### src/rtl/router_input_fifo.sv
// Per-port input buffer for the 5-port mesh router: circular FIFO with
// first-word fall-through head outputs, upstream full indication and sticky error flags.
module router_input_fifo #(
  parameter int PKT_W = 16,
  parameter int DEPTH = 4,
  parameter int CNT_W = $clog2(DEPTH + 1)
) (
  input  logic             clk,
  input  logic             rst,
  input  logic [PKT_W-1:0] pkt_i,
  input  logic             pkt_valid_i,
  output logic             full_o,
  output logic [PKT_W-1:0] pkt_o,
  output logic [7:0]       packet_addr_o,
  output logic             packet_valid_o,
  input  logic             pop_i,
  output logic [CNT_W-1:0] count_o,
  output logic             overflow_o,
  output logic             underflow_o
);

  localparam int PTR_W = $clog2(DEPTH);
  localparam logic [CNT_W-1:0] DEPTH_C = CNT_W'(DEPTH);
  localparam logic [PTR_W-1:0] LAST_C  = PTR_W'(DEPTH - 1);

  logic [PKT_W-1:0] mem_r [DEPTH];
  logic [PTR_W-1:0] wr_ptr_r;
  logic [PTR_W-1:0] rd_ptr_r;
  logic [CNT_W-1:0] count_r;
  logic             overflow_r;
  logic             underflow_r;
  logic             push_ok_s;
  logic             pop_ok_s;
  logic [PKT_W-1:0] head_s;

  // Depth need not be a power of two, so pointers wrap explicitly.
  function automatic logic [PTR_W-1:0] next_ptr(input logic [PTR_W-1:0] p);
    return (p == LAST_C) ? {PTR_W{1'b0}} : p + PTR_W'(1);
  endfunction

  // A full buffer still accepts a push when the head leaves in the same cycle.
  assign pop_ok_s  = pop_i && (count_r != {CNT_W{1'b0}});
  assign push_ok_s = pkt_valid_i && ((count_r < DEPTH_C) || (pop_i && (count_r == DEPTH_C)));

  // Storage write; contents are deliberately left untouched by reset.
  always_ff @(posedge clk) begin
    if (push_ok_s && !rst) begin
      mem_r[wr_ptr_r] <= pkt_i;
    end
  end

  // Pointers, occupancy and sticky error flags.
  always_ff @(posedge clk) begin
    if (rst) begin
      wr_ptr_r    <= {PTR_W{1'b0}};
      rd_ptr_r    <= {PTR_W{1'b0}};
      count_r     <= {CNT_W{1'b0}};
      overflow_r  <= 1'b0;
      underflow_r <= 1'b0;
    end else begin
      if (push_ok_s) begin
        wr_ptr_r <= next_ptr(wr_ptr_r);
      end
      if (pop_ok_s) begin
        rd_ptr_r <= next_ptr(rd_ptr_r);
      end
      case ({push_ok_s, pop_ok_s})
        2'b10:   count_r <= count_r + CNT_W'(1);
        2'b01:   count_r <= count_r - CNT_W'(1);
        default: count_r <= count_r;
      endcase
      if (pkt_valid_i && !push_ok_s) begin
        overflow_r <= 1'b1;
      end
      if (pop_i && !pop_ok_s) begin
        underflow_r <= 1'b1;
      end
    end
  end

  // Fall-through head: zeroed whenever the buffer is empty.
  always_comb begin
    head_s = {PKT_W{1'b0}};
    if (count_r != {CNT_W{1'b0}}) begin
      head_s = mem_r[rd_ptr_r];
    end else begin
      head_s = {PKT_W{1'b0}};
    end
  end

  assign pkt_o          = head_s;
  assign packet_addr_o  = head_s[PKT_W-1 -: 8];
  assign packet_valid_o = (count_r != {CNT_W{1'b0}});
  assign full_o         = (count_r == DEPTH_C);
  assign count_o        = count_r;
  assign overflow_o     = overflow_r;
  assign underflow_o    = underflow_r;

endmodule
### config.mk
export PLATFORM = sky130hd
export DESIGN_NAME = router_input_fifo
export DESIGN_NICKNAME = d
export VERILOG_FILES = /design/src/rtl/router_input_fifo.sv
export SDC_FILE = /design/constraint.sdc
export NUM_CORES = 1
export LEC_CHECK = 0
export CAP_MARGIN = 20
export CORE_MARGIN = 4
export CORE_UTILIZATION = 56
export CTS_CLUSTER_SIZE = 14
export DETAILED_ROUTE_END_ITERATION = 10
export PLACE_DENSITY_LB_ADDON = 0.1
export SLEW_MARGIN = 20
export SYNTH_ARGS = -nofsm -noshare
export SYNTH_HDL_FRONTEND = slang
export SYNTH_SLANG_ARGS = --single-unit
### constraint.sdc
create_clock -name clk -period 10.2 [get_ports clk]
set_input_delay 3.06 -clock clk [delete_from_list [all_inputs] [get_ports clk]]
set_output_delay 3.06 -clock clk [all_outputs]
set_load 0.02 [all_outputs]
==> impl_metrics.json, run 1 <==
{
  "core_area_um2": 5200,
  "synth_cell_types": 28,
  "dieWidth_um": 81.8,
  "synth_ff_type": "edfxtp_1",
  "hold_violations": 0,
  "ys_seq_area_frac": 0.703,
  "synth_top_area_share": 0.630,
  "ys_ff_latch": 75,
  "hold_ws_ps": 477,
  "areaGrowthSynthToFinish_pct": 25.2,
  "cts_resized": 0,
  "crit_fanout": 10,
  "status": "finished clean",
  "crit_arrival_ps": 2360,
  "numPortBuffers": 50,
  "cts_made_buffers": 9,
  "post_drt_via_cell_ratio": 5.36,
  "antenna_left": 0,
  "synth_area_um2": 3050,
  "first_pass_iters": 6,
  "clk_pin_slew_ps": 70,
  "fin_nets": 247,
  "setup_viol_count_final": 0,
  "diodes": 0,
  "multi_input_area_um2": 806,
  "drive_gt1_frac": 0.191,
  "fmax_mhz": 185,
  "synth_top_cell_by_area": "edfxtp_1",
  "wl_per_cell_um": 17.8,
  "worst_path_max_delay_cell": "nor3_2",
  "cap_violations": 0,
  "die_y_um": 81.8,
  "start_kind": "flop",
  "leakage_nw": 1.32,
  "rsz0062_at_grt": "false",
  "slew_viol_final": 0,
  "first_global_vias": 1667,
  "track_usage": 0.179,
  "cts.sinks": 75,
  "die-area_um2": 6690,
  "worstRegToRegCells": 4,
  "synth_area_leaders": "edfxtp_1, mux4_2, dfxtp_1, and2b_1, ha_1",
  "vdd_ir_drop_max_mv": 0.199,
  "yosysWarnings": 0,
  "setup-tns-final_ps": 0,
  "fin_worst_skew_ps": 6.05,
  "post-route-period-util": 0.531,
  "placed_area_um2": 3600,
  "dr_total_vias": 1581,
  "ctsLongestPathBuffers": 2,
  "initial_utilization": 0.586,
  "boundaryPins": 51,
  "regArea_um2": 2140,
  "hold_buffers": 0,
  "hpwl_mm": 3.55,
  "cts_tree": "yes",
  "cts_root_buffer": "clkbuf_8",
  "tightest_slew_ps": 791,
  "h-tree-depth": 3,
  "slowest_delay_ps": 610,
  "pwr_density_cell_nw_per_um2": 264,
  "endpoint_kind": "output pin",
  "max_slew_margin": 0.472,
  "p_total_w": 0.00101,
  "fp-row-count": 26,
  "hold_depth": 2,
  "hold_path_class": "reg -> reg",
  "critPathRequiredTime_ps": 7140,
  "period_needed_ps": 5420,
  "synth_common_cells": "edfxtp_1, mux4_2, and2b_1, dfxtp_1, buf_4",
  "clk_latency_ps": 340,
  "grt_pass1_wl_mm": 8.40,
  "async_flop_share": 0,
  "path_cells": "nor3_2 > buf_4 > and2b_1 > clkdlybuf4s50_1",
  "wirelength_mm": 5.25,
  "dr.first_iter.drc_count": 117,
  "stdcell_area_um2": 3820,
  "n_fill_cell": 327,
  "synth_nets": 196,
  "grt_max_degree": 17,
  "syn_avg_cell_area_um2": 18.0,
  "antenna_found_initial": 0,
  "yosysMostFrequentCell": "edfxtp_1",
  "drc": 0,
  "gp_congestion": 0.754,
  "synth_enable_flop_cells": 64,
  "synth_cells": 169,
  "crit_type": "reg -> out",
  "grt_overflow_total": 0,
  "final_util": 0.734,
  "post_cts_buffers": 0
}
[through the flow]
step                      cells  worst slack, ps
after floorplan             169             4800
after global placement      279             4720
after detailed placement    279             4600
after CTS                   295             4350
after global routing        295             4630
final                       295             4780
[worst paths after layout]
| check | slack, ps | to | from |
|---|---|---|---|
| max | 4780 | packet_addr_o[2] | count_o[2] |
| max reg2reg | 7800 | mem_r[1][9] | count_o[0] |
| min reg2reg | 480 | underflow_o | underflow_o |
| min | 480 | underflow_o | underflow_o |
[worst max-delay path, delay by kind of cell, from the launching register on]
family        cells  cell delay [ps]
flops             1              380
simple gates      2              810
buf+inv           2              820
[area by class of cell]
type	count	area share
clock buffer	10	0.0334
clock inverter	6	0.0236
inverter	7	0.00688
multi-input combinational	72	0.211
sequential	75	0.561
tap	70	0.0229
timing repair buffer	55	0.141
[sequential cells by signal, summed over array words and instances (netlist names), named ones only]
signal / flops
count_o: 3
mem_r: 64
overflow_o: 1
rd_ptr_r: 2
underflow_o: 1
wr_ptr_r: 2
[power by group]
part           switching [W]  internal (W)  total (W)
Combinational       0.000181      0.000195   0.000376
Clock               0.000105      0.000138   0.000243
Sequential         0.0000317      0.000359   0.000390
Total               0.000318      0.000692    0.00101
[layer usage]
layer,track usage,vias up,part of all wire
li1,-,737,-
met1,0.218,796,0.40
met2,0.303,40,0.54
met3,0.0471,8,0.042
met4,0.0748,0,0.017
met5,0,-,0
[cells in the final DEF (no fill, tap or decap), drive strengths merged, types with 5 or more instances in the layout]
cell | Yosys | final
edfxtp | 64 | 64
clkdlybuf4s50 | 0 | 50
mux4 | 16 | 16
and2b | 11 | 11
dfxtp | 11 | 11
clkbuf | 3 | 10
inv | 7 | 7
nor2 | 7 | 7
ha | 6 | 6
nor2b | 5 | 5
buf | 12 | 5
[cells by family after synthesis]
logic type / synth area share
adder cells (fa/ha/maj): 0.0312
flip-flops: 0.703
AO/OA/AOI/OAI: 0.0160
buffers and inverters: 0.0414
XOR/XNOR: 0.00575
multiplexers: 0.130
AND/OR/NAND/NOR: 0.0735
Power figures use the tool's default switching activity.
==> run 2, diff against run 1 <==
CORE_UTILIZATION = 52   (was 56)
clock period = 5.1 ns   (was 10.2 ns; I/O delays follow)
==> run 2 against run 1 <==
Compared with the run above: setup slack got worse by 3700 ps; core utilization fell by 6.1 points; critical path depth did not move; count of clock-buffer cells in the layout did not move; clock skew fell by 0.74 ps; sequential cell count did not move; sequential share of layout area rose by 0.69 points; wire length rose by 2.7%; critical path type unchanged; highest routed layer unchanged.
==> impl_metrics.json, run 2 (synthesis results as in run 1) <==
{
  "top_register": "mem_r",
  "ctsLongestPathBuffers": 2,
  "setup_viol_count_final": 0,
  "antenna_found_initial": 0,
  "hold_path_class": "reg -> reg",
  "first_global_vias": 1796,
  "r2r_start": "count_o[0]",
  "hold_start": "overflow_o",
  "clk_latency_ps": 330,
  "grt_overflow_total": 0,
  "post_drt_via_cell_ratio": 5.37,
  "period_needed_ps": 4060,
  "gp_congestion": 0.757,
  "numPortBuffers": 50,
  "track_usage": 0.168,
  "hpwl_mm": 3.64,
  "pwr_density_cell_nw_per_um2": 506,
  "start_kind": "flop",
  "fin_worst_skew_ps": 5.31,
  "largest_register_ffs": 64,
  "post-route-period-util": 0.796,
  "hold_buffers": 0,
  "worstRegToRegCells": 8,
  "grt_max_degree": 17,
  "h-tree-depth": 3,
  "diodes": 0,
  "vdd_ir_drop_max_mv": 0.380,
  "tightest_slew_ps": 795,
  "drc": 0,
  "first_pass_iters": 4,
  "max_slew_margin": 0.469,
  "cts_tree": "yes",
  "p_total_w": 0.00191,
  "cap_violations": 0,
  "mostFrequentLayoutCells": "edfxtp_1, clkdlybuf4s50_1, mux4_2",
  "slew_viol_final": 0,
  "core_area_um2": 5610,
  "fmax_mhz": 246,
  "fin_nets": 248,
  "antenna_left": 0,
  "cts.sinks": 75,
  "cts_made_buffers": 9,
  "dr_total_vias": 1600,
  "regToRegEndpoint": "count_o[2]",
  "areaGrowthSynthToFinish_pct": 23.6,
  "fp-row-count": 27,
  "crit_type": "reg -> out",
  "boundaryPins": 51,
  "hold_depth": 2,
  "hold_path_end": "overflow_o",
  "endpoint_kind": "output pin",
  "cts_root_buffer": "clkbuf_8",
  "hold_ws_ps": 491,
  "final_common_cell": "edfxtp_1",
  "final_util": 0.672,
  "status": "finished clean",
  "setup-tns-final_ps": 0,
  "initial_utilization": 0.544,
  "critPathRequiredTime_ps": 3570,
  "die_y_um": 84.6,
  "wirelength_mm": 5.39,
  "crit_arrival_ps": 2530,
  "drive_gt1_frac": 0.181,
  "dieWidth_um": 84.6,
  "wl_per_cell_um": 18.1,
  "clk_pin_slew_ps": 70,
  "post_cts_buffers": 0,
  "dr.first_iter.drc_count": 79,
  "die-area_um2": 7150,
  "rsz0062_at_grt": "false",
  "leakage_nw": 1.29,
  "hold_violations": 0,
  "crit_fanout": 10,
  "grt_pass1_wl_mm": 8.94,
  "cts_resized": 0,
  "reg2reg_slack_ps": 2770
}
run 2: cell types whose count changed in the layout (fill, tap and decap cells not counted):
| cell | change |
|---|---|
| dfxtp_1 | +1 |
| bufinv_16 | -2 |
| clkinv_1 | +2 |
| clkinvlp_4 | +1 |
| dfxtp_2 | -1 |
| clkinv_4 | -2 |
| clkinv_2 | +1 |
| buf_4 | +1 |
run 2: worst max-delay path by stage:
stage | to | from
floorplan | mem_r[1][0] | pop_i
global placement | count_o[2] | pop_i
detailed placement | count_o[2] | pop_i
CTS | pkt_o[6] | flop
global route | pkt_o[8] | flop
finish | pkt_o[7] | flop
run 2: stage by stage:
step	worst slack, ps	cell area (um2)	instances
after global routing	834	3770	298
after floorplan	1230	3050	169
after CTS	951	3770	298
after detailed placement	1200	3610	282
after global placement	1340	3610	282
final	1040	3770	298
run 2: power by group:
group,total (W),leakage [nW],internal (W),switching (W)
Sequential,0.000765,0.671,0.000717,0.0000485
Combinational,0.000774,0.546,0.000393,0.000381
Clock,0.000370,0.0771,0.000171,0.000198
Total,0.00191,1.29,0.00128,0.000628
run 2: cell type report:
| cell class | count | area (um2) |
|---|---|---|
| clock buffer | 10 | 128 |
| clock inverter | 6 | 32.5 |
| fill | 414 | 1840 |
| inverter | 7 | 26.3 |
| multi-input combinational | 72 | 806 |
| sequential | 75 | 2140 |
| tap | 72 | 90.1 |
| timing repair buffer | 56 | 546 |
run 2: layer usage:
metal | share of wire | track usage | vias to the layer above
met5 | 0 | 0 | -
met4 | 0.013 | 0.0719 | 0
met3 | 0.046 | 0.0451 | 8
met2 | 0.54 | 0.299 | 41
met1 | 0.40 | 0.189 | 814
li1 | - | - | 737
run 2: critical path, stage by stage, from the launching register on:
cell             delay [ps]
dfxtp_1                 620
buf_4                   340
mux4_2                  540
and2b_1                 180
clkdlybuf4s50_1         530
==> run 3, diff against run 2 <==
clock period = 4.1 ns   (was 5.1 ns; I/O delays follow)
==> run 3 against run 2 <==
Compared with the run above: critical path type unchanged; highest routed layer unchanged; critical endpoint is now pkt_o[13]; combinational power grew 27%; sequential cell count unchanged; global-route usage fell by 0.56 points; largest power group unchanged; critical path depth is the same; largest cell class unchanged; power up 33%; via count rose by 0.13%.
==> impl_metrics.json, run 3 (synthesis results as in run 1) <==
{
  "crit_type": "reg -> out",
  "first_global_vias": 1712,
  "rsz0062_at_grt": "false",
  "antenna_found_initial": 0,
  "preCtsSetupSlack_ps": 550,
  "slowest_delay_ps": 660,
  "tightest_slew_ps": 806,
  "hold_path_class": "reg -> reg",
  "clk_latency_ps": 340,
  "critPathBufInv": 2,
  "dr.first_iter.drc_count": 84,
  "core_area_um2": 5610,
  "fp-row-count": 27,
  "endpoint_kind": "output pin",
  "multi_input_area_um2": 806,
  "top_register": "mem_r",
  "wl_met3_um": 341,
  "crit_fanout": 10,
  "cts_resized": 0,
  "post_cts_buffers": 0,
  "placed_area_um2": 3630,
  "drc": 0,
  "slew_viol_final": 0,
  "clk_pin_slew_ps": 70,
  "die-area_um2": 7150,
  "netSwitchingPower_w": 0.000795,
  "areaGrowthSynthToFinish_pct": 26.2,
  "combPwrFrac": 0.386,
  "swShare": 0.313,
  "pwr-share-seq": 0.376,
  "fin_ws_ps": 431,
  "status": "finished clean",
  "setup-tns-final_ps": 0,
  "track_usage": 0.162,
  "regArea_um2": 2140,
  "post_drt_via_cell_ratio": 5.36,
  "crit_family": "buffers and inverters",
  "fmax_mhz": 273,
  "drive_gt1_frac": 0.194,
  "dp_cells": 283,
  "gp_congestion": 0.708,
  "stdcell_area_um2": 3850,
  "mostFrequentLayoutCells": "edfxtp_1, clkdlybuf4s50_1, mux4_2",
  "die_y_um": 84.6,
  "largest_register_ffs": 64,
  "cts_made_buffers": 9,
  "ctsLongestPathBuffers": 2,
  "fin_nets": 249,
  "diodes": 0,
  "h-tree-depth": 3,
  "cts_root_buffer": "clkbuf_8",
  "post-route-period-util": 0.895,
  "n_fill_cell": 407,
  "wirelength_mm": 5.27,
  "grt_pass1_wl_mm": 8.54,
  "boundaryPins": 51,
  "fin_worst_skew_ps": 5.46,
  "grt_overflow_total": 0,
  "crit_arrival_ps": 2440,
  "first_pass_iters": 4,
  "cts.sinks": 75,
  "pwr_density_cell_nw_per_um2": 659,
  "numPortBuffers": 50,
  "period_needed_ps": 3670,
  "p_int_w": 0.00174,
  "critPathRequiredTime_ps": 2870,
  "cts_tree": "yes",
  "hold_buffers": 0,
  "wl_met1_mm": 2.11,
  "worst_path_max_delay_cell": "dfxtp_1",
  "grt_max_degree": 17,
  "cap_violations": 0,
  "hold_violations": 0,
  "final_common_cell": "edfxtp_1",
  "clockPowerShare": 0.237,
  "p_total_w": 0.00254,
  "wl_per_cell_um": 17.6,
  "antenna_left": 0,
  "top_layer": "met4",
  "met2_length_mm": 2.72,
  "dieWidth_um": 84.6,
  "path_cells": "buf_12 > mux4_2 > nor2b_1 > clkdlybuf4s50_1",
  "max_slew_margin": 0.462,
  "setup_viol_count_final": 0,
  "vdd_ir_drop_max_mv": 0.508,
  "initial_utilization": 0.544,
  "fin_cells": 299,
  "dr_total_vias": 1602,
  "start_kind": "flop",
  "hpwl_mm": 3.51,
  "leakage_nw": 1.33
}
==> run 3: cell types whose count changed in the layout (fill, tap and decap cells not counted) <==
cell,delta
clkinv_1,-2
bufinv_16,+2
clkinv_2,-1
clkinv_4,+2
buf_12,+1
clkinvlp_4,-1
==> run 3: final timing paths <==
path | cells after the start | start | end | slack, ps
max | 4 | flop | pkt_o[13] | 430
min | 2 | underflow_o | underflow_o | 470
max reg2reg | 8 | count_o[0] | count_o[2] | 1780
min reg2reg | 2 | underflow_o | underflow_o | 470
==> run 3: area by class of cell <==
| cell class | count | share of cell area |
|---|---|---|
| multi-input combinational | 72 | 0.209 |
| timing repair buffer | 57 | 0.147 |
| clock inverter | 6 | 0.0234 |
| inverter | 7 | 0.00683 |
| clock buffer | 10 | 0.0332 |
| sequential | 75 | 0.557 |
| tap | 72 | 0.0234 |
==> run 3: metrics by stage <==
stage	utilization	hold WS, ps
2_1_floorplan	-	463
3_3_place_gp	0.647	455
3_5_place_dp	0.647	462
4_1_cts	0.686	481
5_1_grt	0.686	532
6_report	0.686	473
==> run 3: routing by layer <==
layer | track usage | vias to the layer above
li1 | - | 744
met3 | 0.0559 | 12
met4 | 0.0748 | 0
met5 | 0 | -
met2 | 0.272 | 59
met1 | 0.188 | 787
==> run 3: worst min-delay path, stage by stage, from the launching register on <==
cell and delay (ps):
dfxtp_1 330, a21oi_1 40, nor2_1 70
==> run 3: power groups by stage <==
stage                     Sequential [W]  Clock [W]  Combinational, W
after floorplan                 0.000956          0          0.000608
after global placement          0.000967          0          0.000973
after detailed placement        0.000973          0          0.000990
after CTS                       0.000957   0.000617          0.000994
after global routing            0.000967   0.000658           0.00105
final                           0.000955   0.000603          0.000980
